File: src/rtl/fir_pkg.sv
// Shared constants and helpers for the FIR multiply-accumulate datapath.
// Default widths, accumulator limits and a sign-extension function.
package fir_pkg;

  localparam int DEF_DATA_W = 16;
  localparam int DEF_ACC_W = 39;

  localparam logic signed [DEF_ACC_W-1:0] ACC_MAX =
    {1'b0, {(DEF_ACC_W-1){1'b1}}};
  localparam logic signed [DEF_ACC_W-1:0] ACC_MIN =
    {1'b1, {(DEF_ACC_W-1){1'b0}}};

  function automatic logic [63:0] acc_max(input int w);
    return (64'd1 << (w - 1)) - 64'd1;
  endfunction

  function automatic logic [63:0] acc_min(input int w);
    return ~acc_max(w);
  endfunction

  // Sign-extend the low w bits of v to 64 bits.
  function automatic logic [63:0] sext(
    input logic [63:0] v,
    input int w
  );
    logic signed [63:0] t;
    t = $signed(v << (64 - w));
    return t >>> (64 - w);
  endfunction

endpackage

File: src/rtl/fir_sat_add.sv
// Signed accumulator adder with overflow flag.
// Optionally clamps to the signed range instead of wrapping.
module fir_sat_add
  import fir_pkg::*;
#(
  parameter int ACC_W = DEF_ACC_W,
  parameter bit SATURATE = 1'b0
) (
  input  logic signed [ACC_W-1:0] a,
  input  logic signed [ACC_W-1:0] b,
  output logic signed [ACC_W-1:0] sum,
  output logic                    ovf
);

  localparam logic [ACC_W-1:0] MAX = ACC_W'(acc_max(ACC_W));
  localparam logic [ACC_W-1:0] MIN = ACC_W'(acc_min(ACC_W));

  logic signed [ACC_W-1:0] raw;

  assign raw = a + b;
  assign ovf = (a[ACC_W-1] == b[ACC_W-1])
            && (raw[ACC_W-1] != a[ACC_W-1]);

  always_comb begin
    sum = raw;
    if (SATURATE && ovf) begin
      sum = a[ACC_W-1] ? MIN : MAX;
    end
  end

endmodule

File: src/rtl/fir_mac_pipe.sv
// Two-stage signed MAC: S1 registers the product, S2 accumulates a frame.
// One result per frame with valid/ready backpressure and sticky overflow.
module fir_mac_pipe
  import fir_pkg::*;
#(
  parameter int DATA_W = DEF_DATA_W,
  parameter int ACC_W = DEF_ACC_W,
  parameter bit SATURATE = 1'b0
) (
  input  logic                     clk,
  input  logic                     rst,
  input  logic                     in_valid,
  output logic                     in_ready,
  input  logic signed [DATA_W-1:0] in_x,
  input  logic signed [DATA_W-1:0] in_b,
  input  logic                     in_first,
  input  logic                     in_last,
  output logic                     out_valid,
  input  logic                     out_ready,
  output logic signed [ACC_W-1:0]  out_sum,
  output logic                     out_ovf
);

  localparam int PW = 2 * DATA_W;

  if (ACC_W < PW || ACC_W > 64) begin : g_width_chk
    $error("fir_mac_pipe: ACC_W must lie in [2*DATA_W, 64]");
  end

  logic                    s1_valid;
  logic                    s1_first;
  logic                    s1_last;
  logic signed [PW-1:0]    s1_prod;
  logic signed [ACC_W-1:0] acc;
  logic                    ovf_frame;
  logic signed [ACC_W-1:0] operand;
  logic signed [ACC_W-1:0] addend;
  logic signed [ACC_W-1:0] sum;
  logic                    step_ovf;
  logic                    ovf_next;
  logic                    stall;
  logic                    accept;
  logic                    s2_go;

  // Only a completed frame can collide with a held result.
  assign stall    = out_valid && !out_ready && s1_valid && s1_last;
  assign in_ready = !stall;
  assign accept   = in_valid && in_ready;
  assign s2_go    = s1_valid && !stall;

  assign operand = ACC_W'(sext(64'($unsigned(s1_prod)), PW));
  assign addend  = s1_first ? '0 : acc;
  assign ovf_next = (s1_first ? 1'b0 : ovf_frame) | step_ovf;

  fir_sat_add #(
    .ACC_W    (ACC_W),
    .SATURATE (SATURATE)
  ) u_add (
    .a   (addend),
    .b   (operand),
    .sum (sum),
    .ovf (step_ovf)
  );

  always_ff @(posedge clk) begin
    if (rst) begin
      s1_valid <= 1'b0;
      s1_first <= 1'b0;
      s1_last  <= 1'b0;
      s1_prod  <= '0;
    end else if (!stall) begin
      s1_valid <= accept;
      if (accept) begin
        s1_first <= in_first;
        s1_last  <= in_last;
        s1_prod  <= in_x * in_b;
      end
    end
  end

  always_ff @(posedge clk) begin
    if (rst) begin
      acc       <= '0;
      ovf_frame <= 1'b0;
      out_valid <= 1'b0;
      out_sum   <= '0;
      out_ovf   <= 1'b0;
    end else begin
      if (out_valid && out_ready) begin
        out_valid <= 1'b0;
      end
      if (s2_go) begin
        if (s1_last) begin
          out_sum   <= sum;
          out_ovf   <= ovf_next;
          out_valid <= 1'b1;
          acc       <= '0;
          ovf_frame <= 1'b0;
        end else begin
          acc       <= sum;
          ovf_frame <= ovf_next;
        end
      end
    end
  end

endmodule
File: config.mk
export PLATFORM = sky130hd
export DESIGN_NAME = fir_mac_pipe
export DESIGN_NICKNAME = d
export VERILOG_FILES = /design/src/rtl/fir_pkg.sv /design/src/rtl/fir_sat_add.sv /design/src/rtl/fir_mac_pipe.sv
export SDC_FILE = /design/constraint.sdc
export NUM_CORES = 1
export LEC_CHECK = 0
export CORE_MARGIN = 2
export CORE_UTILIZATION = 30
export DETAILED_ROUTE_END_ITERATION = 16
export DONT_BUFFER_PORTS = 1
export GPL_ROUTABILITY_DRIVEN = 1
export SLEW_MARGIN = 20
export SYNTH_ARGS = -nofsm -noshare
export SYNTH_HDL_FRONTEND = slang
export SYNTH_SLANG_ARGS = --single-unit
File: constraint.sdc
create_clock -name clk -period 10.7 [get_ports clk]
set_input_delay 2.14 -clock clk [delete_from_list [all_inputs] [get_ports clk]]
set_output_delay 2.14 -clock clk [all_outputs]
set_load 0.005 [all_outputs]
==> run_results.csv <==
group,metric,value,unit
clock_tree,path_clk_slew,0.06,ns
sta,post-route-min-period,7.55,ns
yosys,synthFlopType,"dfxtp_1",
job,drv_cap,0,
clock_tree,clock_path_buffers,2,
sta,worst_pin_slew,1.09,ns
drt,drtAntennaViolNets,0,
drt,drc,0,
grt,grt_usage,14.9,%
grt,grt_pass1_wl,67700,um
drt,drt_iter0_drc,519,
sta,slew_headroom,27.0,%
die,die-height,236,um
worst_setup_path,cp.buffers_inverters,3,
yosys,synthArstFlopShare,0,%
worst_setup_path,start_kind,"primary input",
drt,vias,12300,
worst_setup_path,cp_common_cell,"fa_1",
yosys,ys_ff_latch,116,
worst_setup_path,crit_arrival,7.87,ns
clock_tree,h-tree-depth,4,
cells_and_area,area_growth,7.92,%
sta,slew_violations,0,
yosys,syn-instance-count,1855,
run_status,status,"complete, no violations",
clock_tree,cts_tree,"yes",
clock_tree,cts_resized,0,
grt,globalRouteMet1Util,16.9,%
die,dieWidth,236,um
die,coreArea,0.0529,sq mm
sta,timing.fmax,132,MHz
yosys,yosysWarningCount,0,
cells_and_area,fill_cells,5432,
clock_tree,post-cts-setup-buffers,0,
cells_and_area,fin_nets,2227,
worst_setup_path,required,11.02,ns
sta,rsz0062_at_grt,"false",
yosys,synth_edf_count,0,
drt,wire_per_inst,15.7,um
worst_setup_path,cp_max_fo,16,
yosys,ys_top_cells_by_area,"fa_1 33%, dfxtp_1 14%, ha_1 9.3%",
clock_tree,clk_latency,0.42,ns
worst_setup_path,end_kind,"flip-flop",
yosys,synth_top_area_share,32.7,%
clock_tree,root_buffer,"clkbuf_16",
sta,fin_setup_tns,0,ns
worst_setup_path,critPathKind,"primary input to flip-flop",
placed_design,portBuffers,0,
die,fp.dieArea,0.0556,sq mm
grt,antenna_found_initial,0,
grt,first_global_vias,13500,
worst_setup_path,cpPeakStageDelay,0.77,ns
clock_tree,clock_sinks,116,
sta,setup_violations,0,
cells_and_area,drive_gt1_share,3.30,%
sta,period_share,70.6,%
worst_setup_path,path_delay_family,"adder cells",
cells_and_area,insertedDiodeCount,0,
yosys,synth_most_common_cell,"inv_1",
yosys,syn_area,0.0161,sq mm
yosys,synth_common_cells,"308 x inv_1, 263 x fa_1, 248 x nand2_1",
grt,grt_util_met3,2.20,%
sta,finClkSkew,0.00610,ns
die,start_util,30.5,%
yosys,ys_seq_area_share,14.4,%
worst_setup_path,slowest_stage,"fa_1",
die,row_count,84,
yosys,synth_top_area_cell,"fa_1",
drt,wl,39300,um
min_path,hp-class,"flip-flop to flip-flop",
grt,grt.busiest_layer,"met2",
grt,grt_max_degree,116,
drt,viasPerCell,4.89,
grt,grt_use_met2,28.9,%
clock_tree,cts_buffers,17,
placed_design,gp_congestion,0.902,
worst_setup_path,crit_chain,"nand2_1 > inv_1 > fa_1 > fa_1 > fa_1 > fa_1 > fa_1 > inv_1 > fa_1 > inv_1 > ha_1 > a21o_1 > a21oi_1 > o21ai_0 > a31oi_1 > o211ai_2 > a31oi_2 > o21ai_1 > or4_1 > and3_1",
die,design.portCount,80,
yosys,synthesis.nets,2276,
yosys,synth_cell_type_count,73,
sta,hold_viol_final,0,
clock_tree,cts.hold.buffers_added,0,
drt,first_pass_iters,5,
yosys,syn_avg_cell_area,8.68,sq um
placed_design,dp_hpwl,31400,um
grt,gr-total-overflow,0,
==> final cells by class <==
class,count,area (sq um),area share [%]
Clock buffer,17,425,2.45
Clock inverter,15,171,0.986
Inverter,308,1160,6.65
Multi-Input combinational cell,1357,12400,71.2
Sequential cell,116,2320,13.4
Tap cell,688,861,4.95
Timing Repair Buffer,6,65.1,0.374
==> per-stage QoR <==
step                      instances  hold slack [ns]  instance area [sq um]  util, %  setup slack (ns)
after floorplan                1855            0.417                  16100        -              2.98
after global placement         2474            0.428                  16800     31.7              2.82
after detailed placement       2474            0.436                  16800     31.7              2.75
after CTS                      2506            0.443                  17400     32.8              3.19
after global routing           2507            0.481                  17400     32.9              2.83
final                          2507            0.445                  17400     32.9              3.15
==> cell families (layout without fill, tap and decap cells) <==
kind of cell               Yosys count  in the layout  synth area share, %
buffers and inverters              382            346                 8.90
adders and majority gates          383            383                 42.0
and+or+nand+nor                    606            606                 18.2
AOI/OAI and AO/OA                  299            299                 12.7
muxes                                5              5                0.311
DFF                                116            116                 14.4
xor gates and xnor gates            64             64                 3.48
==> state kept, by name, summed over array words and instances (netlist names) <==
register   cells
ovf_frame      1
acc           39
out_sum       39
s1_prod       32
out_valid      1
s1_first       1
s1_valid       1
out_ovf        1
s1_last        1
==> path summary, 6_finish.rpt <==
path	startpoint	endpoint	slack (ns)	cells after the start
worst min-delay path	acc[37]$_SDFFE_PP0P_	acc[37]$_SDFFE_PP0P_	0.45	2
worst max-delay path	in_b[1]	s1_prod[31]$_SDFFE_PP0P_	3.15	20
worst max register to register	s1_first$_SDFFE_PP0P_	out_ovf$_SDFFE_PP0P_	6.84	12
worst min register to register	acc[37]$_SDFFE_PP0P_	acc[37]$_SDFFE_PP0P_	0.45	2
==> worst register-to-register path, stage by stage, from the launching register on <==
cell and delay [ns]:
dfxtp_1 0.76, nor2b_1 0.11, ha_1 0.25, fa_1 0.46
a211oi_1 0.27, o21ai_1 0.21, o211a_1 0.33, o211ai_2 0.21
nand2_2 0.17, a211oi_4 0.34, o2bb2ai_4 0.19, mux2i_1 0.30
a311oi_2 0.13
==> routing by layer <==
metal | vias up | share of wire, %
li1 | 5785 | -
met1 | 6195 | 40
met2 | 228 | 54
met3 | 62 | 3.6
met4 | 0 | 2.3
met5 | - | 0
==> layout by cell type, fill, tap and decap left out, types with 10 or more instances in the layout <==
master and instances:
a211oi_1 14, a21o_1 35, a21oi_1 99, a22o_1 12, a22oi_1 20, and2_1 129
and3_1 10, clkbuf_16 17, dfxtp_1 116, fa_1 263, ha_1 120, inv_1 308
nand2_1 248, nand2b_1 10, nand3_1 17, nor2_1 89, nor2b_1 42, nor3_1 20
o21a_1 12, o21ai_0 25, o21ai_1 15, o21bai_1 12, xnor2_1 50, xor2_1 14
Power is left out: the tool's default activity adds up to more than one toggle a clock period on the data nets, which glitch-free logic cannot reach.
